--- src/rtl/pid_loop_scheduler_if.sv ---
// PID compute-unit bus for the FOC cascade sequencer.
// One start/operand/result/done group per PID unit (speed, id, iq).
//   master : the sequencer -- drives enables and operands, receives results and dones
//   slave  : the PID units -- receive enables and operands, return results and dones
interface pid_loop_scheduler_if #(
  parameter int DATA_WIDTH = 16
);
  logic                          speed_pid_enable_out;
  logic                          id_pid_enable_out;
  logic                          iq_pid_enable_out;
  logic signed [DATA_WIDTH-1:0]  speed_pid_set_out;
  logic signed [DATA_WIDTH-1:0]  speed_pid_detect_out;
  logic signed [DATA_WIDTH-1:0]  id_pid_set_out;
  logic signed [DATA_WIDTH-1:0]  id_pid_detect_out;
  logic signed [DATA_WIDTH-1:0]  iq_pid_set_out;
  logic signed [DATA_WIDTH-1:0]  iq_pid_detect_out;
  logic signed [DATA_WIDTH-1:0]  speed_pid_value_in;
  logic signed [DATA_WIDTH-1:0]  id_pid_value_in;
  logic signed [DATA_WIDTH-1:0]  iq_pid_value_in;
  logic                          speed_pid_done_in;
  logic                          id_pid_done_in;
  logic                          iq_pid_done_in;

  modport master (
    output speed_pid_enable_out, id_pid_enable_out, iq_pid_enable_out,
    output speed_pid_set_out, speed_pid_detect_out,
    output id_pid_set_out, id_pid_detect_out,
    output iq_pid_set_out, iq_pid_detect_out,
    input  speed_pid_value_in, id_pid_value_in, iq_pid_value_in,
    input  speed_pid_done_in, id_pid_done_in, iq_pid_done_in
  );

  modport slave (
    input  speed_pid_enable_out, id_pid_enable_out, iq_pid_enable_out,
    input  speed_pid_set_out, speed_pid_detect_out,
    input  id_pid_set_out, id_pid_detect_out,
    input  iq_pid_set_out, iq_pid_detect_out,
    output speed_pid_value_in, id_pid_value_in, iq_pid_value_in,
    output speed_pid_done_in, id_pid_done_in, iq_pid_done_in
  );
endinterface

--- src/rtl/pid_loop_scheduler.sv ---
// Cascade sequencer for the FOC control loops.
// Each accepted current-loop tick snapshots the loop inputs; every SPEED_DIV-th
// tick first runs the speed PID and clamps its result into the iq reference,
// then the id and iq current PIDs run in parallel and their results are
// published as vd/vq.
// Ports:
//   sys_clk, reset_n         clock, asynchronous active-low reset
//   loop_enable_in           level enable; low aborts to IDLE and clears fault
//   current_tick_in          one-cycle tick per current-loop period
//   speed/id/iq set/detect   signed loop inputs, iq_limit_in unsigned magnitude
//   pid                      PID unit bus (master side)
//   iq_ref_out, vd_out, vq_out  signed references
//   loop_done_out            one-cycle pulse, new vd/vq valid
//   tick_overrun_out         one-cycle pulse, tick arrived while busy
//   fault_out                sticky wait-state timeout flag
module pid_loop_scheduler #(
  parameter int DATA_WIDTH = 16,
  parameter int SPEED_DIV  = 10,
  parameter int TIMEOUT    = 64
) (
  input  logic                         sys_clk,
  input  logic                         reset_n,
  input  logic                         loop_enable_in,
  input  logic                         current_tick_in,
  input  logic signed [DATA_WIDTH-1:0] speed_set_in,
  input  logic signed [DATA_WIDTH-1:0] speed_detect_in,
  input  logic signed [DATA_WIDTH-1:0] id_set_in,
  input  logic signed [DATA_WIDTH-1:0] id_detect_in,
  input  logic signed [DATA_WIDTH-1:0] iq_detect_in,
  input  logic        [DATA_WIDTH-1:0] iq_limit_in,
  pid_loop_scheduler_if.master         pid,
  output logic signed [DATA_WIDTH-1:0] iq_ref_out,
  output logic signed [DATA_WIDTH-1:0] vd_out,
  output logic signed [DATA_WIDTH-1:0] vq_out,
  output logic                         loop_done_out,
  output logic                         tick_overrun_out,
  output logic                         fault_out
);

  localparam int DIV_W = (SPEED_DIV > 1) ? $clog2(SPEED_DIV) : 1;
  localparam int TMR_W = (TIMEOUT > 1) ? $clog2(TIMEOUT) : 1;
  localparam logic [DIV_W-1:0] DIV_LAST = DIV_W'(SPEED_DIV - 1);
  localparam logic [TMR_W-1:0] TMR_LAST = TMR_W'(TIMEOUT - 1);
  localparam logic signed [DATA_WIDTH-1:0] LIM_MAX = {1'b0, {(DATA_WIDTH-1){1'b1}}};

  typedef enum logic [3:0] {
    IDLE       = 4'b0001,
    SPEED_WAIT = 4'b0010,
    CUR_WAIT   = 4'b0100,
    DONE       = 4'b1000
  } state_t;

  // Limit input is a magnitude; anything with the MSB set saturates to full scale.
  function automatic logic signed [DATA_WIDTH-1:0] sat_limit(input logic [DATA_WIDTH-1:0] lim);
    return lim[DATA_WIDTH-1] ? LIM_MAX : $signed(lim);
  endfunction

  // Symmetric clamp; lim is never negative so -lim cannot overflow.
  function automatic logic signed [DATA_WIDTH-1:0] clamp_sym(
    input logic signed [DATA_WIDTH-1:0] v,
    input logic signed [DATA_WIDTH-1:0] lim
  );
    if (v > lim)  return lim;
    if (v < -lim) return -lim;
    return v;
  endfunction

  state_t state, state_nxt;
  logic             accept, timed_out, id_hit, iq_hit;
  logic             enter_speed, enter_cur, enter_done;
  logic [DIV_W-1:0] div_cnt;
  logic [TMR_W-1:0] tmr;
  logic             id_seen, iq_seen;

  logic signed [DATA_WIDTH-1:0] speed_set_p0, speed_detect_p0;
  logic signed [DATA_WIDTH-1:0] id_set_p0, id_detect_p0, iq_detect_p0, lim_p0;
  logic signed [DATA_WIDTH-1:0] id_res_p1, iq_res_p1;

  always_ff @(posedge sys_clk or negedge reset_n) begin
    if (!reset_n) state <= IDLE;
    else          state <= state_nxt;
  end

  always_comb begin
    state_nxt = state;
    accept    = 1'b0;
    timed_out = 1'b0;
    id_hit    = id_seen | pid.id_pid_done_in;
    iq_hit    = iq_seen | pid.iq_pid_done_in;
    if (!loop_enable_in) begin
      state_nxt = IDLE;
    end else begin
      case (state)
        IDLE: begin
          if (current_tick_in && !fault_out) begin
            accept    = 1'b1;
            state_nxt = (div_cnt == '0) ? SPEED_WAIT : CUR_WAIT;
          end
        end
        SPEED_WAIT: begin
          if (pid.speed_pid_done_in) begin
            state_nxt = CUR_WAIT;
          end else if (tmr == TMR_LAST) begin
            timed_out = 1'b1;
            state_nxt = IDLE;
          end
        end
        CUR_WAIT: begin
          if (id_hit && iq_hit) begin
            state_nxt = DONE;
          end else if (tmr == TMR_LAST) begin
            timed_out = 1'b1;
            state_nxt = IDLE;
          end
        end
        DONE:    state_nxt = IDLE;
        default: state_nxt = IDLE;
      endcase
    end
  end

  assign enter_speed = (state_nxt == SPEED_WAIT) && (state != SPEED_WAIT);
  assign enter_cur   = (state_nxt == CUR_WAIT) && (state != CUR_WAIT);
  assign enter_done  = (state_nxt == DONE);

  always_ff @(posedge sys_clk or negedge reset_n) begin
    if (!reset_n) begin
      div_cnt                  <= '0;
      tmr                      <= '0;
      id_seen                  <= 1'b0;
      iq_seen                  <= 1'b0;
      fault_out                <= 1'b0;
      pid.speed_pid_enable_out <= 1'b0;
      pid.id_pid_enable_out    <= 1'b0;
      pid.iq_pid_enable_out    <= 1'b0;
      loop_done_out            <= 1'b0;
      tick_overrun_out         <= 1'b0;
    end else begin
      // Wait-state timer restarts on every state change and only runs while waiting.
      if (state_nxt != state)
        tmr <= '0;
      else if (state == SPEED_WAIT || state == CUR_WAIT)
        tmr <= tmr + 1'b1;

      if (!loop_enable_in)
        div_cnt <= '0;
      else if (accept)
        div_cnt <= (div_cnt == DIV_LAST) ? '0 : div_cnt + 1'b1;

      if (!loop_enable_in || enter_cur) begin
        id_seen <= 1'b0;
        iq_seen <= 1'b0;
      end else if (state == CUR_WAIT) begin
        if (pid.id_pid_done_in) id_seen <= 1'b1;
        if (pid.iq_pid_done_in) iq_seen <= 1'b1;
      end

      if (!loop_enable_in) fault_out <= 1'b0;
      else if (timed_out)  fault_out <= 1'b1;

      pid.speed_pid_enable_out <= enter_speed;
      pid.id_pid_enable_out    <= enter_cur;
      pid.iq_pid_enable_out    <= enter_cur;
      loop_done_out            <= enter_done;
      tick_overrun_out         <= current_tick_in && (state != IDLE);
    end
  end

  // Stage p0: input snapshot on accepted tick, references on loop progress
  always_ff @(posedge sys_clk or negedge reset_n) begin
    if (!reset_n) begin
      speed_set_p0    <= '0;
      speed_detect_p0 <= '0;
      id_set_p0       <= '0;
      id_detect_p0    <= '0;
      iq_detect_p0    <= '0;
      lim_p0          <= '0;
      iq_ref_out      <= '0;
      vd_out          <= '0;
      vq_out          <= '0;
    end else begin
      if (accept) begin
        speed_set_p0    <= speed_set_in;
        speed_detect_p0 <= speed_detect_in;
        id_set_p0       <= id_set_in;
        id_detect_p0    <= id_detect_in;
        iq_detect_p0    <= iq_detect_in;
        lim_p0          <= sat_limit(iq_limit_in);
      end
      if (state == SPEED_WAIT && state_nxt == CUR_WAIT)
        iq_ref_out <= clamp_sym(pid.speed_pid_value_in, lim_p0);
      // A done arriving in the same cycle as the exit is taken directly from the bus.
      if (enter_done) begin
        vd_out <= id_seen ? id_res_p1 : pid.id_pid_value_in;
        vq_out <= iq_seen ? iq_res_p1 : pid.iq_pid_value_in;
      end
    end
  end

  // Stage p1: first result of each current PID within the wait is held
  always_ff @(posedge sys_clk) begin
    if (state == CUR_WAIT && pid.id_pid_done_in && !id_seen) id_res_p1 <= pid.id_pid_value_in;
    if (state == CUR_WAIT && pid.iq_pid_done_in && !iq_seen) iq_res_p1 <= pid.iq_pid_value_in;
  end

  assign pid.speed_pid_set_out    = speed_set_p0;
  assign pid.speed_pid_detect_out = speed_detect_p0;
  assign pid.id_pid_set_out       = id_set_p0;
  assign pid.id_pid_detect_out    = id_detect_p0;
  assign pid.iq_pid_set_out       = iq_ref_out;
  assign pid.iq_pid_detect_out    = iq_detect_p0;

endmodule

--- src/flat_wrapper.sv ---
// flat-port wrapper written by rule: the top's interface ports become plain ports
module pid_loop_scheduler_flat 
#(
  parameter int DATA_WIDTH = 16,
  parameter int SPEED_DIV  = 10,
  parameter int TIMEOUT    = 64
)
  (sys_clk, reset_n, loop_enable_in, current_tick_in, speed_set_in, speed_detect_in, id_set_in, id_detect_in, iq_detect_in, iq_limit_in, iq_ref_out, vd_out, vq_out, loop_done_out, tick_overrun_out, fault_out, pid_speed_pid_enable_out, pid_id_pid_enable_out, pid_iq_pid_enable_out, pid_speed_pid_set_out, pid_speed_pid_detect_out, pid_id_pid_set_out, pid_id_pid_detect_out, pid_iq_pid_set_out, pid_iq_pid_detect_out, pid_speed_pid_value_in, pid_id_pid_value_in, pid_iq_pid_value_in, pid_speed_pid_done_in, pid_id_pid_done_in, pid_iq_pid_done_in);
  pid_loop_scheduler_if #(.DATA_WIDTH(DATA_WIDTH)) pid_i ();
  input  logic sys_clk;
  input  logic reset_n;
  input  logic loop_enable_in;
  input  logic current_tick_in;
  input  logic signed [DATA_WIDTH-1:0] speed_set_in;
  input  logic signed [DATA_WIDTH-1:0] speed_detect_in;
  input  logic signed [DATA_WIDTH-1:0] id_set_in;
  input  logic signed [DATA_WIDTH-1:0] id_detect_in;
  input  logic signed [DATA_WIDTH-1:0] iq_detect_in;
  input  logic        [DATA_WIDTH-1:0] iq_limit_in;
  output logic signed [DATA_WIDTH-1:0] iq_ref_out;
  output logic signed [DATA_WIDTH-1:0] vd_out;
  output logic signed [DATA_WIDTH-1:0] vq_out;
  output logic loop_done_out;
  output logic tick_overrun_out;
  output logic fault_out;
  output wire logic [$bits(pid_i.speed_pid_enable_out)-1:0] pid_speed_pid_enable_out;
  output wire logic [$bits(pid_i.id_pid_enable_out)-1:0] pid_id_pid_enable_out;
  output wire logic [$bits(pid_i.iq_pid_enable_out)-1:0] pid_iq_pid_enable_out;
  output wire logic [$bits(pid_i.speed_pid_set_out)-1:0] pid_speed_pid_set_out;
  output wire logic [$bits(pid_i.speed_pid_detect_out)-1:0] pid_speed_pid_detect_out;
  output wire logic [$bits(pid_i.id_pid_set_out)-1:0] pid_id_pid_set_out;
  output wire logic [$bits(pid_i.id_pid_detect_out)-1:0] pid_id_pid_detect_out;
  output wire logic [$bits(pid_i.iq_pid_set_out)-1:0] pid_iq_pid_set_out;
  output wire logic [$bits(pid_i.iq_pid_detect_out)-1:0] pid_iq_pid_detect_out;
  input wire logic [$bits(pid_i.speed_pid_value_in)-1:0] pid_speed_pid_value_in;
  input wire logic [$bits(pid_i.id_pid_value_in)-1:0] pid_id_pid_value_in;
  input wire logic [$bits(pid_i.iq_pid_value_in)-1:0] pid_iq_pid_value_in;
  input wire logic [$bits(pid_i.speed_pid_done_in)-1:0] pid_speed_pid_done_in;
  input wire logic [$bits(pid_i.id_pid_done_in)-1:0] pid_id_pid_done_in;
  input wire logic [$bits(pid_i.iq_pid_done_in)-1:0] pid_iq_pid_done_in;
  assign pid_speed_pid_enable_out = pid_i.speed_pid_enable_out;
  assign pid_id_pid_enable_out = pid_i.id_pid_enable_out;
  assign pid_iq_pid_enable_out = pid_i.iq_pid_enable_out;
  assign pid_speed_pid_set_out = pid_i.speed_pid_set_out;
  assign pid_speed_pid_detect_out = pid_i.speed_pid_detect_out;
  assign pid_id_pid_set_out = pid_i.id_pid_set_out;
  assign pid_id_pid_detect_out = pid_i.id_pid_detect_out;
  assign pid_iq_pid_set_out = pid_i.iq_pid_set_out;
  assign pid_iq_pid_detect_out = pid_i.iq_pid_detect_out;
  assign pid_i.speed_pid_value_in = pid_speed_pid_value_in;
  assign pid_i.id_pid_value_in = pid_id_pid_value_in;
  assign pid_i.iq_pid_value_in = pid_iq_pid_value_in;
  assign pid_i.speed_pid_done_in = pid_speed_pid_done_in;
  assign pid_i.id_pid_done_in = pid_id_pid_done_in;
  assign pid_i.iq_pid_done_in = pid_iq_pid_done_in;
  pid_loop_scheduler #(.DATA_WIDTH(DATA_WIDTH), .SPEED_DIV(SPEED_DIV), .TIMEOUT(TIMEOUT)) u_core (.sys_clk(sys_clk), .reset_n(reset_n), .loop_enable_in(loop_enable_in), .current_tick_in(current_tick_in), .speed_set_in(speed_set_in), .speed_detect_in(speed_detect_in), .id_set_in(id_set_in), .id_detect_in(id_detect_in), .iq_detect_in(iq_detect_in), .iq_limit_in(iq_limit_in), .pid(pid_i), .iq_ref_out(iq_ref_out), .vd_out(vd_out), .vq_out(vq_out), .loop_done_out(loop_done_out), .tick_overrun_out(tick_overrun_out), .fault_out(fault_out));
endmodule
--- config.mk ---
export PLATFORM = sky130hd
export DESIGN_NAME = pid_loop_scheduler_flat
export DESIGN_NICKNAME = d
export VERILOG_FILES = /design/src/rtl/pid_loop_scheduler_if.sv /design/src/rtl/pid_loop_scheduler.sv /design/src/flat_wrapper.sv
export SDC_FILE = /design/constraint.sdc
export NUM_CORES = 1
export LEC_CHECK = 0
export ABC_AREA = 1
export CAP_MARGIN = 20
export CORE_MARGIN = 3
export CORE_UTILIZATION = 40
export CTS_CLUSTER_DIAMETER = 80
export DETAILED_ROUTE_END_ITERATION = 10
export PLACE_DENSITY_LB_ADDON = 0.08
export SETUP_SLACK_MARGIN = 0.1
export SLEW_MARGIN = 25
export SYNTH_ARGS = -nofsm -noshare
export SYNTH_HDL_FRONTEND = slang
export SYNTH_SLANG_ARGS = --single-unit
--- constraint.sdc ---
create_clock -name sys_clk -period 3.93 [get_ports sys_clk]
set_input_delay 0.5895 -clock sys_clk [delete_from_list [all_inputs] [get_ports sys_clk]]
set_output_delay 0.5895 -clock sys_clk [all_outputs]
set_load 0.02 [all_outputs]
== Yosys cells after proc, flatten, opt, wreduce, memory -nomap -nowiden ==
Index checks and enable logic that the tools add are counted.
Widths: inputs -> output; s select.

* Logic and storage cells: 105
* Bits in registers: 197
* Output and inout port bits: 150

* Add/sub/neg operators: 3
* Reductions and logical operators: 23
* Mux-type cells: 40
* Equal/unequal tests: 14
* Bitwise logic cells: 2
* Order comparisons: 2

{| class="wikitable"
|+ Operators with widths
! cell !! number
|-
| $mux 16 || 6
|-
| $mux 4 || 8
|-
| $mux 1 || 20
|-
| $gt 16x16->1 || 1
|-
| $lt 16x16->1 || 1
|-
| $neg 16->16 || 1
|-
| $mux 15 || 1
|-
| $mux 6 || 2
|-
| $pmux 4 s3 || 1
|-
| $logic_and 1x1->1 || 10
|-
| $eq 4x2->1 const B || 2
|-
| $eq 4x3->1 const B || 2
|-
| $eq 4x4->1 const B || 2
|-
| $reduce_bool 2->1 || 4
|-
| $add 6x1->6 const B || 1
|-
| $eq 6x6->1 const B || 1
|-
| $add 4x1->4 const B || 1
|-
| $eq 4x1->1 const B || 1
|-
| $logic_not 1->1 || 4
|-
| $logic_not 4->1 || 1
|-
| $ne 2x1->1 const B || 2
|-
| $ne 4x1->1 const B || 1
|-
| $ne 4x2->1 const B || 1
|-
| $ne 4x3->1 const B || 1
|-
| 6 further kinds || 9
|}

== Depth between registers and ports, before layout ==
Gate-level depths: netlist of the first run.

* Depth in word-level cells: 12
* Depth in mapped cells: 22

== Worst setup path before layout of the first run ==
Ideal clock, no wire load.

* Path type: reg2reg
* Start point: register u_core.lim_p0[1]
* End point: register u_core.iq_ref_out[11]
* Cell stages (with the launch flop): 21
* Slack: 1,292 ps
* Required time: 3,814 ps
* Arrival: 2,522 ps
* Library setup time: 116 ps
* Cell sequence: dfrtp_1 -> inv_1 -> ha_1 -> nand4_1 -> nor2_1 -> nand3_1 -> nand2_1 -> inv_1 -> ha_1 -> nand2_1 -> inv_1 -> nand2_1 -> a21oi_1 -> nor2_1 -> nand2_1 -> nand2_1 -> nand2_1 -> nand2_1 -> nand3_1 -> nand2_1 -> nand2_1

* Longest elaborated chain between the ends: 7
* Elaborated cells on any way between the ends: 11
* Classes of those cells: 1 x add/sub; 2 x order compare; 8 x mux

{| class="wikitable"
|+ Ends and longest elaborated chain
! what !! line !! text
|-
| start, declared || pid_loop_scheduler.sv:76 || <nowiki>logic signed [DATA_WIDTH-1:0] id_set_p0, id_detect_p0, iq_detect_p0, lim_p0;</nowiki>
|-
| start signal, assigned || pid_loop_scheduler.sv:188 || <nowiki>lim_p0 <= sat_limit(iq_limit_in);</nowiki>
|-
| $neg 16->16 || pid_loop_scheduler.sv:64 || <nowiki>if (v < -lim) return -lim;</nowiki>
|-
| $lt 16x16->1 || pid_loop_scheduler.sv:64 ||
|-
| $mux 1 (2 in a row) || pid_loop_scheduler.sv:64 ||
|-
| $mux 1 || pid_loop_scheduler.sv:190 || <nowiki>if (state == SPEED_WAIT && state_nxt == CUR_WAIT)</nowiki>
|-
| $mux 16 || pid_loop_scheduler.sv:65 || <nowiki>return v;</nowiki>
|-
| $mux 16 * || pid_loop_scheduler.sv:64 ||
|-
| end signal, assigned || pid_loop_scheduler.sv:191 || <nowiki>iq_ref_out <= clamp_sym(pid.speed_pid_value_in, lim_p0);</nowiki>
|-
| end, declared || pid_loop_scheduler.sv:32 || <nowiki>output logic signed [DATA_WIDTH-1:0] iq_ref_out,</nowiki>
|}

Mark *: on every way between the ends. The rest lies on a longest branch, timed or not. The select of a mux whose other input is x is not followed.
A chain may end at the register's enable or synchronous reset.

== Worst setup path in the final report of the first run ==
* Start point: register u_core.lim_p0[1]
* End point: register u_core.iq_ref_out[5]

Same word-level chain as after synthesis.

==> results of run 1 <==
==> cell families (layout without fill, tap and decap cells) <==
family / Yosys count / count (layout) / synth area share [%]
flops: 196 / 196 / 52.8
buf+inv: 148 / 431 / 7.20
fa+ha+maj: 35 / 35 / 4.56
mux: 1 / 1 / 0.104
simple gates: 543 / 543 / 24.7
compound gates: 150 / 150 / 9.43
xor+xnor: 13 / 13 / 1.19
==> per-layer routing <==
layer | part of all wire [%] | global-route usage [%] | vias up
met1 | 44 | 25.7 | 3619
li1 | - | - | 4000
met4 | 1.1 | 4.77 | 0
met3 | 8.7 | 7.53 | 17
met2 | 47 | 31.7 | 243
met5 | 0 | 0 | -
==> metrics by stage <==
stage                     total power, W  setup slack [ps]  cell area (um^2)  util [%]  cells
after floorplan                  0.00494              1290              9600         -   1086
after global placement           0.00654               957             12700      54.1   1656
after detailed placement         0.00656               875             12700      54.1   1656
after CTS                        0.00834               846             13300      56.7   1688
after global routing             0.00882               538             13300      56.7   1688
final                            0.00823               835             13300      56.7   1688
==> cells in the mapped netlist, types with 11 or more instances <==
library cell	instances	area (um^2)
edfxtp_1	32	961
o21a_1	33	248
nor2_1	24	90.1
a21oi_1	17	85.1
inv_2	13	48.8
o21ai_1	16	80.1
xor2_1	11	96.3
clkbuf_1	17	63.8
nand2_1	393	1480
or2_2	34	213
o21ai_0	64	320
ha_1	35	438
inv_1	68	255
buf_4	28	210
nand3_1	42	210
dfrtp_1	163	4080
==> state kept, by name (all words and copies together) (netlist names) <==
name / flops
u_core.pid.speed_pid_detect_out: 16
u_core.loop_done_out: 1
u_core.fault_out: 1
u_core.lim_p0: 15
u_core.tmr: 6
u_core.id_res_p1: 16
u_core.iq_ref_out: 16
u_core.pid.id_pid_set_out: 16
u_core.pid.iq_pid_detect_out: 16
u_core.state: 4
u_core.pid.id_pid_detect_out: 16
u_core.pid.id_pid_enable_out: 1
u_core.iq_res_p1: 16
u_core.pid.speed_pid_enable_out: 1
u_core.id_seen: 1
u_core.iq_seen: 1
u_core.tick_overrun_out: 1
u_core.vd_out: 16
u_core.pid.speed_pid_set_out: 16
u_core.vq_out: 16
u_core.div_cnt: 4
==> worst paths after layout <==
kind / end / from / slack, ps / cells after the start
setup / recovery: u_core.iq_ref_out[5]$_DFFE_PN0P_ / u_core.lim_p0[1]$_DFFE_PN0P_ / 840 / 21
hold / removal: u_core.vd_out[13]$_DFFE_PN0P_ / reset_n / 160 / 1
setup reg to reg: u_core.iq_ref_out[5]$_DFFE_PN0P_ / u_core.lim_p0[1]$_DFFE_PN0P_ / 840 / 21
hold reg to reg: u_core.pid.id_pid_detect_out[13]$_DFFE_PN0P_ / u_core.pid.id_pid_detect_out[13]$_DFFE_PN0P_ / 470 / 2
max in group asynchronous: u_core.pid.iq_pid_detect_out[15]$_DFFE_PN0P_ / reset_n / 2900 / 2
min in group sys_clk: u_core.pid.id_pid_detect_out[13]$_DFFE_PN0P_ / u_core.pid.id_pid_detect_out[13]$_DFFE_PN0P_ / 470 / 2
==> report_power, final <==
| part | leakage (nW) | internal, W | switching, W |
|---|---|---|---|
| registers | 2.39 | 0.00262 | 0.000365 |
| clock network | 0.286 | 0.000858 | 0.000873 |
| logic | 3.44 | 0.00155 | 0.00198 |
| total | 6.12 | 0.00502 | 0.00321 |
==> critical path: cells and delay by family, from the launching register on <==
family | cells | cell delay (ps)
AND/OR/NAND/NOR | 15 | 1840
adder cells (fa/ha/maj) | 2 | 440
flip-flops | 1 | 420
buffers and inverters | 3 | 220
AO/OA/AOI/OAI | 1 | 60
==> cell type report <==
class | instances | area, um^2 | area share [%]
clock buffers | 18 | 429 | 3.22
clock inverters | 14 | 165 | 1.24
inverters | 91 | 344 | 2.58
multi-input cells | 742 | 3850 | 28.8
flip-flops and latches | 196 | 5070 | 38.0
well taps | 319 | 399 | 2.99
repair buffers | 308 | 3090 | 23.2
==> qor.yml, run 1 <==
grt_start_max_net_pins: 114
crit_arrival_ps: 3410
final_common_cell: "nand2_1"
yosys_most_used_dff: "dfrtp_1"
die_w_um: 161
cts_tree: "yes"
vias: 7879
synth-warning-count: 0
postCtsSetupBuffers: 0
final_antenna_net_count: 0
root_buffer: "clkbuf_16"
setup_viol: 0
post-route-period-util_pct: 78.7
syn_avg_cell_area_um2: 8.84
syn-cell-area_um2: 9600
synth_seq_area_share_pct: 52.8
rsz0062_at_grt: "no"
cts_buffers: 17
vdd_drop_max_v: 0.000362
ctsHoldBuffers: 0
nFillCells: 2212
power_density_nw_per_um2: 617
mostFrequentLayoutCells: "nand2_1 (393), clkdlybuf4s50_1 (299), dfrtp_1 (163)"
synth.net_count: 1272
crit_fanout: 8
slew_headroom_pct: 43.8
routabilityCongestion: 0.863
fin_nets: 1542
cp_slowest_cell: "dfrtp_1"
fin_crit_ps: 3090
status: "complete, no violations"
io_pins: 301
holdCritPathClass: "in -> async"
grt-ovfl-total: 0
p_leak_nw: 6.12
die_h_um: 161
drt_iter0_markers: 413
path_common_cell: "nand2_1"
drc_errors: 0
grt_pass1_vias: 7678
detail_route.first_pass.iterations: 4
synth-edff-count: 32
std_cell_rows: 56
worstMarginPinSlew_ps: 843
cpPeakStageDelay_ps: 420
drive_gt1_share_pct: 9.72
critPathRequiredTime_ps: 4250
timing.hold.ws_ps: 157
drv_cap: 0
io_buffers: 300
via_per_inst: 4.67
tns_ps: 0
critPathKind: "reg -> reg"
synthCells: 1086
ctsResizeCount: 0
hold_viol_final: 0
antenna_found_initial: 0
grt_first_pass_wirelength_um: 41200
hpwl_um: 18700
crit_chain: "inv_1 > ha_1 > nand4_1 > nor2_1 > nand2_1 > nand2_1 > nand2_1 > inv_1 > ha_1 > nand2_1 > inv_1 > nand2_1 > a21oi_1 > nor2_1 > nand2_1 > nand2_1 > nand2_1 > nand2_1 > nand3_1 > nand2_1 > nand2_1"
ys_types: 45
clk_latency_ps: 440
track_usage_pct: 19.9
end_kind: "flop"
diodes: 0
start_util_pct: 40.8
core_area_um2: 23500
fmax_mhz: 323
synthArstFlopShare_pct: 83.7
wire_per_inst_um: 15.1
slew_viol_final: 0
cts.sinks: 196
startpoint_type: "flop"
ctsLongestPathBuffers: 2
finalClockSkew_ps: 15.9
die_area_um2: 25900
path_clk_slew_ps: 80
synth-seq-cells: 196
area_growth_pct: 39.0
drt_wl_total_um: 25500
h-tree-depth: 4
Power figures use the tool's default switching activity.
==> run 2: changes to the inputs <==
Clock period 3.93 ns to 3.2 ns, I/O delays scaled along.
==> run 2 against run 1 <==
  * Critical path type unchanged
  * Largest cell class unchanged
  * Cell area is 1.2% higher
  * Highest routed layer unchanged
  * Sequential power rose by 23%
  * Flip-flop and latch count unchanged
  * Register-to-register slack worse by 590 ps
  * Global-route usage grew 0.31 points
  * Utilization up 0.68 points
  * Critical endpoint is now u_core.iq_ref_out[2]$_DFFE_PN0P_
  * Largest power group unchanged
==> qor.yml, run 2 (same netlist as run 1, synthesis figures left out) <==
grt_pass1_vias: 8017
finalPower_w: 0.0102
power_density_nw_per_um2: 756
post-route-period-util_pct: 92.3
dp_cells: 1661
end_kind: "flop"
grt-ovfl-total: 0
startpoint_type: "flop"
fin_nets: 1553
clk_latency_ps: 440
crit_arrival_ps: 3310
hp-start: "u_core.pid.iq_pid_detect_out[10]$_DFFE_PN0P_"
slew_viol_final: 0
cts_buffers: 17
cpPeakStageDelay_ps: 430
track_usage_pct: 20.2
die_w_um: 161
fmax_mhz: 338
fin_crit_ps: 2950
final_cell_count_no_fill: 1700
cts.sinks: 196
status: "complete, no violations"
slew_headroom_pct: 45.5
die_area_um2: 25900
dpl-instance-area_um2: 12800
via_per_inst: 4.68
area_growth_pct: 40.7
rsz0062_at_grt: "no"
start_util_pct: 40.8
drive_gt1_share_pct: 11.6
final_common_cell: "nand2_1"
wire_per_inst_um: 15.1
r2r-start: "u_core.lim_p0[1]$_DFFE_PN0P_"
vdd_drop_max_v: 0.000420
cp_slowest_cell: "dfrtp_1"
setup_viol: 0
crit_chain: "inv_2 > ha_2 > nand4_1 > buf_4 > nor2_2 > and2_1 > or2_1 > nand2_1 > ha_1 > nand4_1 > nor3_2 > nand2_2 > nand2_4 > nand2_1 > buf_4 > nand3_1 > nand3_1 > a21oi_1"
holdCritPathClass: "reg -> reg"
std_cell_rows: 56
drc_errors: 0
io_pins: 301
hpwl_um: 18800
path_clk_slew_ps: 80
drt_wl_total_um: 25600
mostFrequentLayoutCells: "nand2_1 (389), clkdlybuf4s50_1 (299), dfrtp_1 (162)"
ctsLongestPathBuffers: 2
timing.hold.ws_ps: 473
routabilityCongestion: 0.857
critPathRequiredTime_ps: 3550
detail_route.first_pass.iterations: 4
drv_cap: 0
grt_first_pass_wirelength_um: 42300
antenna_found_initial: 1
crit_fanout: 6
worstMarginPinSlew_ps: 817
root_buffer: "clkbuf_16"
p_leak_nw: 6.19
drt_iter0_markers: 333
core_area_um2: 23500
finalClockSkew_ps: 14.5
die_h_um: 161
tns_ps: 0
h-tree-depth: 4
final_antenna_net_count: 0
grt_start_max_net_pins: 79
critPathKind: "reg -> reg"
stdcell_area_um2: 13500
hold_viol_final: 0
crit_path_start: "u_core.lim_p0[1]$_DFFE_PN0P_"
cts_tree: "yes"
vias: 7962
io_buffers: 300
[run 2: changes by cell type in the layout (fill, tap and decap cells not counted), moves of 3 or more]
| cell | delta |
|---|---|
| buf_4 | +9 |
| nand2_1 | -4 |
| nand2_4 | +3 |
| nor2_1 | -5 |
| nor2_2 | +3 |
[run 2: metrics by stage]
| step | util (%) | setup slack (ps) |
|---|---|---|
| finish | 57.4 | 245 |
| global route | 57.4 | 21.9 |
| CTS | 56.9 | 172 |
| detailed placement | 54.3 | 170 |
| global placement | 54.3 | 283 |
| floorplan | - | 562 |
[run 2: path summary, 6_finish.rpt]
path                       cells past startpoint  slack [ps]                                      endpoint
max reg2reg                                   18         250              u_core.iq_ref_out[2]$_DFFE_PN0P_
min                                            2         470  u_core.pid.iq_pid_detect_out[10]$_DFFE_PN0P_
max                                           18         250              u_core.iq_ref_out[2]$_DFFE_PN0P_
max in group asynchronous                      3        1830   u_core.pid.id_pid_detect_out[5]$_DFFE_PN0P_
min reg2reg                                    2         470  u_core.pid.iq_pid_detect_out[10]$_DFFE_PN0P_
min in group asynchronous                      2         520                 u_core.vd_out[11]$_DFFE_PN0P_
[run 2: per-layer routing]
| layer | routed length (um) | global-route usage (%) | vias up |
|---|---|---|---|
| li1 | - | - | 4018 |
| met1 | 11100 | 25.9 | 3670 |
| met2 | 11900 | 32.0 | 244 |
| met3 | 2220 | 7.30 | 30 |
| met4 | 454 | 6.49 | 0 |
| met5 | 0 | 0 | - |
[run 2: final cells by class]
class	count	area, um^2
fill	2187	10000
sequential	196	5070
multi-input combinational	743	3930
timing repair buffer	318	3170
clock buffer	18	429
tap	319	399
inverter	91	344
clock inverter	14	160
antenna	1	2.50
[run 2: what timing repair did]
item                                    in CTS  in global routing
buffers inserted                             0                  4
hold buffers                                 1                  0
endpoints found under the setup margin       0                 15
endpoints found under the hold margin       40                  0
resized for setup                            0                 23
[run 2: critical path: cells and delay by family (launching register included)]
family | cells | cell delay, ps
AOI/OAI and AO/OA | 1 | 150
adders and majority gates | 2 | 490
buffers and inverters | 3 | 430
DFF | 1 | 430
and+or+nand+nor | 12 | 1390
[run 2: power by group]
part / switching [W] / total [W] / internal (W)
Combinational: 0.00245 / 0.00441 / 0.00196
Sequential: 0.000460 / 0.00368 / 0.00322
Clock: 0.00107 / 0.00213 / 0.00106
Total: 0.00398 / 0.0102 / 0.00623
==> run 3: changes to the inputs <==
Settings changed: ABC_AREA 1 to unset.
==> run 3 against run 2 <==
  * Wire length is 0.38% higher
  * Critical endpoint is now u_core.iq_ref_out[11]$_DFFE_PN0P_
  * Clock-buffer cell count rose by 1
  * Worst hold slack got worse by 420 ps
  * Critical path type unchanged
  * Non-clock buffer count grew 59
  * Largest cell class unchanged
  * Cell count down 17%
  * Register-to-register slack got worse by 820 ps
  * Highest routed layer unchanged
  * Clock power grew 3%
  * The run now ends with setup timing left
  * Worst setup slack got worse by 820 ps
  * Combinational power is 20% higher
==> qor.yml, run 3 <==
io_buffers: 300
end_kind: "flop"
cpPeakStageDelay_ps: 470
critPathKind: "reg -> reg"
crit_arrival_ps: 4100
cts.sinks: 196
detail_route.first_pass.iterations: 4
io_pins: 301
synthArstFlopShare_pct: 83.7
clk_latency_ps: 450
fin_crit_ps: 3770
ys_types: 62
syn-cell-area_um2: 9190
drc_errors: 0
holdCritPathClass: "in -> async"
critPathBufInv: 3
synth_compound_area_share_pct: 10.9
hpwl_um: 19000
die_h_um: 158
grt_first_pass_wirelength_um: 40100
yosys_most_used_dff: "dfrtp_1"
rsz0062_at_grt: "yes"
power_density_nw_per_um2: 815
cts_tree: "yes"
synthDominantCellAreaShare_pct: 44.4
track_usage_pct: 20.6
final_antenna_net_count: 0
synth_mux_area_share_pct: 14.4
worstMarginPinSlew_ps: 713
routabilityCongestion: 0.873
path_delay_family: "simple AND/OR/NAND/NOR gates"
synth-edff-count: 32
crit_fanout: 7
vias: 7203
grt_start_max_net_pins: 70
h-tree-depth: 4
ys_top_cells_by_area: "dfrtp_1 (44%), edfxtp_1 (10%), mux2_2 (10%)"
antenna_found_initial: 1
worst_slack_ps: -574
stdcell_area_um2: 13800
mostFrequentLayoutCells: "clkdlybuf4s50_1 (299), dfrtp_1 (163), mux2_2 (81)"
crit_path_start: "u_core.lim_p0[0]$_DFFE_PN0P_"
post-route-util_pct: 62.3
fin_nets: 1308
wire_per_inst_um: 18.2
via_per_inst: 5.09
synth.net_count: 963
dpl-instance-area_um2: 12900
tns_ps: -7120
die_w_um: 158
grt-ovfl-total: 0
drt_iter0_markers: 330
synthCells: 777
slew_headroom_pct: 52.3
post-route-period-util_pct: 118
synthAdderAreaFrac_pct: 4.77
finalClockSkew_ps: 21.0
start_util_pct: 41.4
startpoint_type: "flop"
pre_cts_slack_ps: -694
drv_cap: 0
setup_viol: 16
p_leak_nw: 5.78
synth_seq_area_share_pct: 55.2
fmax_mhz: 265
synth_top_family_by_area: "multiplexers"
synth-seq-cells: 196
status: "finished, violations left"
ctsLongestPathBuffers: 2
cts_buffers: 17
crit_chain: "inv_2 > ha_4 > or4b_4 > or4_4 > nor3_4 > xnor2_2 > inv_2 > ha_4 > nand4_1 > a2111o_1 > buf_6 > and3_4 > a21oi_1 > a221oi_2 > a221o_1"
path_clk_slew_ps: 80
final_common_cell: "clkdlybuf4s50_1"
core_area_um2: 22200
critPathRequiredTime_ps: 3530
cp_slowest_cell: "or4b_4"
synth-warning-count: 0
slew_viol_final: 0
root_buffer: "clkbuf_16"
synthXorXnorAreaFrac_pct: 1.62
synthSimpleGateAreaFrac_pct: 8.88
finalPower_w: 0.0113
yosys.cell_count.top_type: "dfrtp_1"
drive_gt1_share_pct: 20.8
syn_avg_cell_area_um2: 11.8
failed_checks: "setup timing"
r2r-start: "u_core.lim_p0[0]$_DFFE_PN0P_"
vdd_drop_max_v: 0.000460
area_growth_pct: 50.3
hold_viol_final: 0
std_cell_rows: 54
drt_wl_total_um: 25700
die_area_um2: 24800
ys_top_cells_by_count: "dfrtp_1 (163), mux2_2 (82), a21oi_1 (68)"
yosysTopAreaCell: "dfrtp_1"
grt_pass1_vias: 7526
run 3: cell count changes in the layout (fill, tap and decap cells not counted), moves of 11 or more:
cell and delta:
a21oi_1 +50, nor2_2 -13, nand3_1 -32, inv_2 -11, nor2_1 +41, mux2_2 +81, or2_2 -31, nand2_1 -366
inv_1 -35, mux2i_1 +37, buf_4 +47, o21ai_0 -48, o21a_1 -27, nor3_1 +18
run 3: per-stage QoR:
stage,hold WS [ps],instances
2_1_floorplan,184,777
5_1_grt,105,1416
3_5_place_dp,494,1375
4_1_cts,80.7,1414
6_report,54.1,1416
3_3_place_gp,486,1375
run 3: what timing repair did:
action | in CTS | in global routing
setup endpoints to repair | 16 | 16
buffers inserted | 6 | 2
gates cloned | 1 | 0
resized for setup | 23 | 14
hold buffers | 0 | 0
pin swaps | 10 | 13
run 3: area by class of cell:
class                      count  area [um^2]
antenna                        1         2.50
clock buffer                  19          453
clock inverter                13          156
fill                        1832         8360
inverter                      36          135
multi-input combinational    494         3940
sequential                   196         5070
tap                          280          350
timing repair buffer         377         3700
run 3: metal layers:
layer / routed length [um] / GRT usage (%)
met2: 12000 / 32.8
met5: 0 / 0
met1: 11200 / 26.5
met3: 2030 / 7.34
met4: 501 / 6.24
run 3: path summary, 6_finish.rpt:
path	endpoint	slack, ps	cells after the start
max in group asynchronous	u_core.state[0]$_DFF_PN1_	2340	2
worst max-delay path	u_core.iq_ref_out[11]$_DFFE_PN0P_	-570	15
worst min-delay path	u_core.iq_ref_out[12]$_DFFE_PN0P_	50	1
min in group sys_clk	u_core.pid.id_pid_set_out[0]$_DFFE_PN0P_	510	1
worst min register to register	u_core.pid.id_pid_set_out[0]$_DFFE_PN0P_	510	1
worst max register to register	u_core.iq_ref_out[11]$_DFFE_PN0P_	-570	15
run 3: kinds of logic after synthesis:
logic type                 count (synthesis)
AOI/OAI and AO/OA                        158
buffers and inverters                     88
and+or+nand+nor                          161
DFF                                      196
xor gates and xnor gates                  17
adders and majority gates                 35
muxes                                    122
run 3: power by group:
part / internal [W] / switching [W] / leakage [nW]
clock: 0.00110 / 0.00109 / 0.298
sequential: 0.00331 / 0.000471 / 2.33
combinational: 0.00271 / 0.00257 / 3.16
total: 0.00712 / 0.00413 / 5.78
==> RTL edit 1 (settings of run 2) <==
`TIMEOUT` is set to 64 in 2 places; all go to 32.
--- a/src/rtl/pid_loop_scheduler.sv
+++ b/src/rtl/pid_loop_scheduler.sv
@@ -17,5 +17,5 @@
   parameter int DATA_WIDTH = 16,
   parameter int SPEED_DIV  = 10,
-  parameter int TIMEOUT    = 64
+  parameter int TIMEOUT    = 32
 ) (
   input  logic                         sys_clk,
--- a/src/flat_wrapper.sv
+++ b/src/flat_wrapper.sv
@@ -4,5 +4,5 @@
   parameter int DATA_WIDTH = 16,
   parameter int SPEED_DIV  = 10,
-  parameter int TIMEOUT    = 64
+  parameter int TIMEOUT    = 32
 )
   (sys_clk, reset_n, loop_enable_in, current_tick_in, speed_set_in, speed_detect_in, id_set_in, id_detect_in, iq_detect_in, iq_limit_in, iq_ref_out, vd_out, vq_out, loop_done_out, tick_overrun_out, fault_out, pid_speed_pid_enable_out, pid_id_pid_enable_out, pid_iq_pid_enable_out, pid_speed_pid_set_out, pid_speed_pid_detect_out, pid_id_pid_set_out, pid_id_pid_detect_out, pid_iq_pid_set_out, pid_iq_pid_detect_out, pid_speed_pid_value_in, pid_id_pid_value_in, pid_iq_pid_value_in, pid_speed_pid_done_in, pid_id_pid_done_in, pid_iq_pid_done_in);
Function: no difference found for any inputs over 4 cycles, from zero or initial values and one cycle with reset_n low; that may be too few to reach the edited logic, so the function may still have changed.
==> RTL edit 1 against run 2 <==
The run now ends with hold timing left. Hold slack worse by 470 ps. Design area down 0.39%. Fmax down 2.4%. Critical endpoint is now u_core.iq_ref_out[1]$_DFFE_PN0P_. Utilization up 1.3 points. Global-route usage down 0.29 points. Total power down 0.76%. Setup slack worse by 71 ps. Count of clock-buffer cells in the layout up 1. Sequential cell count down 1. Combinational power down 0.9%. Wire length down 0.98%. Largest power group unchanged. Synthesized area down 1.5%.
==> RTL edit 1: results (changes against run 2) <==
Timing:
- The post-route clock skew is 13.19 ps (-1.356 ps).
- The final number of hold-violating endpoints is 2 (+2).
- The final worst hold slack is -1.301 ps (-474.1 ps).

Worst hold path:
- The min-delay analysis places its worst path in the category primary input to asynchronous set/reset pin.

Placement:
- The total half-perimeter wirelength after legalization and detailed placement is 18.37 mm (-2.3%).
- The last weighted congestion value of the routability-driven placer is 0.8818 (+2.9%).

Worst setup path:
- For this design, the slowest cell found on the critical path is dfrtp_1.
- The maximum fanout along the worst path is 10 (+4).
- The delay of the slowest cell on the worst path is 400 ps (-30 ps).
- The arrival time of the worst setup path is 3340 ps (+30 ps).

Final layout:
- The clock buffer and inverter area fraction after layout came to 4.382% (+0.017 points).
- The net count reported at finish is 1518 (-2.3%).
- The final-layout non-clock buffer area share is 23.70% (+0.24 points).
- The area of all sequential standard cells came to 5041 sq um (-0.52%).
- The sequential cell count is 195 (-0.51%).
- The number of signal-net inverters in the final layout is 67 (-26%).
- The area occupied by multi-input gates was 3986 sq um (+1.4%).
- The layout buffer count excluding clock buffers is 321 (+0.94%).
- The antenna diode count came to 0 (-1).
- The ratio of cells with drive above 1 in the final layout came to 11.16% (-0.43 points).
- The count of clock buffers in the final design is 19 (+1).

Global route:
- The global-route met1 utilization is 25.56% (-0.29 points).
- The number of global-route vias before repair is 7961 (-0.70%).
- The wire length of the first global-routing pass is 41.39 mm (-2.1%).
- The met3 track utilization from global routing came to 7.860% (+0.56 points).
- The number of antenna violations at the first check in global routing is 0 (-1).
- The largest net degree at the start of global routing is 81 (+2.5%).

Outcome:
- The run finished, with violations left.
- The checks that failed: hold timing.

Synth:
- The async set or reset register ratio after synthesis is 83.59% (-0.084 points).
- The number of distinct library cells after synthesis is 42 (-6.7%).
- In the post-synthesis netlist, the biggest area contributors are dfrtp_1, nand2_1, edfxtp_1.
- The number of nets produced by synthesis is 1237 (-2.8%).
- The commonest cells after synthesis are nand2_1, dfrtp_1, o21ai_0.
- The share of the yosys chip area belonging to registers came to 53.34% (+0.55 points).

Power and ir drop:
- The worst vdd rail ir drop is 0.0004589 V (+9.2%).
- The leakage power of the design came to 0.006094 uW (-1.5%).

Routing:
- The routed length on met1 is 11.01 mm (-0.51%).
- The detail-routed via count per cell is 4.712 (+0.61%).
- The final wirelength is 25.37 mm (-0.98%).
- The initial DRC count is 338 (+1.5%).
- The wire length on met3 came to 2.214 mm (-0.45%).
==> RTL edit 1: cell count changes after synthesis, sizes merged, moves of 8 or more <==
| cell | run 2 | this run |
|---|---|---|
| clkinv | 9 | 1 |
| nand2 | 401 | 374 |
| nand3b | 0 | 19 |
| inv | 82 | 66 |
| o21ai | 88 | 76 |
| nand3 | 43 | 56 |
==> RTL edit 1: final timing paths <==
path	slack (ps)	cells after the start	endpoint
worst max-delay path	170	18	u_core.iq_ref_out[1]$_DFFE_PN0P_
worst min-delay path	-1	1	u_core.vd_out[14]$_DFFE_PN0P_
worst max register to register	170	18	u_core.iq_ref_out[1]$_DFFE_PN0P_
worst min register to register	470	2	u_core.pid.id_pid_set_out[7]$_DFFE_PN0P_
max in group asynchronous	2310	2	u_core.pid.id_pid_detect_out[1]$_DFFE_PN0P_
min in group sys_clk	470	2	u_core.pid.id_pid_set_out[7]$_DFFE_PN0P_
==> RTL edit 1: cells by family (layout without fill, tap and decap cells) <==
kind of cell / count (synthesis) / after routing / synth area share (%)
multiplexers: 2 / 2 / 0.2383
flip-flops: 195 / 195 / 53.34
buffers and inverters: 127 / 420 / 6.460
XOR/XNOR: 15 / 15 / 1.390
AND/OR/NAND/NOR: 542 / 543 / 25.43
adder cells (fa/ha/maj): 36 / 36 / 4.766
AO/OA/AOI/OAI: 133 / 133 / 8.380
==> RTL edit 1: repair_timing <==
item	4_1_cts	5_1_grt
pin swaps	0	17
resized for setup	2	41
hold buffers	0	0
setup buffers	0	9
endpoints found under the setup margin	11	16
cloned	0	1
==> RTL edit 1: metrics by stage <==
step	area (sq um)	setup WS (ps)	total power, uW	instances
floorplan	9452	553.6	5955	1050
global placement	12610	210.2	7843	1615
detailed placement	12610	54.81	7886	1615
CTS	13210	92.37	10070	1647
global route	13450	31.57	10810	1657
finish	13450	174.0	10130	1657
==> RTL edit 2 (config.mk and constraints of run 2) <==
Without the edit above. Reset style: synchronous (`reset_n`), changed in 3 clocked blocks. Comments in the files are not updated.
--- a/src/rtl/pid_loop_scheduler.sv
+++ b/src/rtl/pid_loop_scheduler.sv
@@ -77,5 +77,5 @@
   logic signed [DATA_WIDTH-1:0] id_res_p1, iq_res_p1;
 
-  always_ff @(posedge sys_clk or negedge reset_n) begin
+  always_ff @(posedge sys_clk) begin
     if (!reset_n) state <= IDLE;
     else          state <= state_nxt;
@@ -124,5 +124,5 @@
   assign enter_done  = (state_nxt == DONE);
 
-  always_ff @(posedge sys_clk or negedge reset_n) begin
+  always_ff @(posedge sys_clk) begin
     if (!reset_n) begin
       div_cnt                  <= '0;
@@ -168,5 +168,5 @@
 
   // Stage p0: input snapshot on accepted tick, references on loop progress
-  always_ff @(posedge sys_clk or negedge reset_n) begin
+  always_ff @(posedge sys_clk) begin
     if (!reset_n) begin
       speed_set_p0    <= '0;
Check against the original RTL: differs if reset_n is asserted again (counterexample within 4 cycles, from zero or initial values and one cycle with reset_n low); with reset_n held inactive, the same outputs for 4 cycles.
==> RTL edit 2 against run 2 <==
Design area fell by 6.8%. Die area fell by 8.7%. Sequential cell count did not move. Setup slack improved by 77 ps. Wire length rose by 3.2%. Via count rose by 2.8%. Synthesized cell count rose by 1.7%. Synthesized area fell by 9.0%.
Power is not compared: it rests on default switching activity, and its combinational part moved more than twofold at a synthesized area within 25%.
==> RTL edit 2: results (changes against run 2) <==
Synth:
- The share of the yosys chip area belonging to registers is 48.60% (-4.2 points).
- The area share of fa/ha/maj cells after synthesis is 4.585% (+0.021 points).
- The async set or reset register ratio after synthesis is 0% (-84 points).
- The average instance area after synthesis is 7.904 sq um (-11%).
- The commonest cells after synthesis are nor2_1, nand2_1, dfxtp_1.
- The number of nets produced by synthesis is 1288 (+1.3%).
- The share of cell area taken by muxes after synthesis is 0% (-0.10 points).
- The commonest register cell after synthesis is dfxtp_1.
- The fraction of the mapped netlist area in compound gates is 13.44% (+4.0 points).

Final layout:
- The clock buffer and inverter area fraction after layout was 5.091% (+0.73 points).
- The number of multi-input combinational cells was 749 (+0.81%).
- The area of all sequential standard cells was 4244 sq um (-16%).
- The count of clock buffers in the final design is 17 (-1).
- The total of fill cells in the finished design is 1967 (-10%).
- The final-layout non-clock buffer area share came to 25.16% (+1.7 points).
- The multi-input logic portion of the cell area came to 30.70% (+1.6 points).
- The layout buffer count excluding clock buffers is 317 (-0.31%).
- The net count reported at finish came to 1551 (-0.13%).
- The ratio of cells with drive above 1 in the final layout came to 6.155% (-5.4 points).

Placement:
- The placed cell area is 11870 sq um (-7.2%).
- The setup slack after placement is 107.2 ps (-62.62 ps).

Worst setup path:
- The slack of the worst reg-to-reg path was 320 ps (+80 ps).
- The maximum fanout along the worst path came to 7 (+1).
- The cell with the largest stage delay on the worst path is dfxtp_1.
- The delay of the slowest cell on the worst path is 340 ps (-90 ps).
- In this run the critical register-to-register path is captured at u_core.iq_ref_out[2]$_SDFFE_PN0P_.
- In this run the critical register-to-register path is launched from u_core.lim_p0[1]$_SDFFE_PN0P_.

Global route:
- The global routing usage summed across all routing layers is 21.90% (+1.7 points).
- The global-route met1 utilization is 26.69% (+0.84 points).
- The met3 track utilization from global routing is 5.010% (-2.3 points).

Timing:
- The final worst hold slack is 467.2 ps (-5.547 ps).

Routing:
- The routed length per placed instance is 15.96 microns (+5.9%).
- The wire length on met3 is 1.552 mm (-30%).
- The count of vias placed by the detailed router is 8186 (+2.8%).
- The final wirelength is 26.43 mm (+3.2%).
- The routed length on met1 is 11.06 mm (about the same).
- The initial DRC count is 511 (+53%).

Outcome:
- The flow ran to the end, and the final reports show no timing, DRC or antenna violations.

Power and ir drop:
- The total power consumption of the routed design is 6130 uW.

Clock network:
- The post-cts resize count was 1 (+1).

Worst hold path:
- The capture endpoint of the worst hold path is u_core.state[0]$_SDFF_PN1_.
- The type of the most critical hold path is primary input to register.

Die:
- The width of the die is 153.8 microns (-4.4%).
-- RTL edit 2: worst max path at each step --
stage / start / cells past startpoint / end / slack (ps)
after floorplan: u_core.lim_p0[0]$_SDFFE_PN0P_ / 19 / u_core.iq_ref_out[12]$_SDFFE_PN0P_ / 610
after detailed placement: u_core.lim_p0[1]$_SDFFE_PN0P_ / 19 / u_core.iq_ref_out[2]$_SDFFE_PN0P_ / 110
after CTS: u_core.lim_p0[1]$_SDFFE_PN0P_ / 19 / u_core.iq_ref_out[2]$_SDFFE_PN0P_ / 160
after global placement: u_core.lim_p0[1]$_SDFFE_PN0P_ / 19 / u_core.iq_ref_out[12]$_SDFFE_PN0P_ / 240
final: u_core.lim_p0[1]$_SDFFE_PN0P_ / 20 / u_core.iq_ref_out[2]$_SDFFE_PN0P_ / 320
after global routing: u_core.lim_p0[1]$_SDFFE_PN0P_ / 20 / u_core.iq_ref_out[3]$_SDFFE_PN0P_ / 50
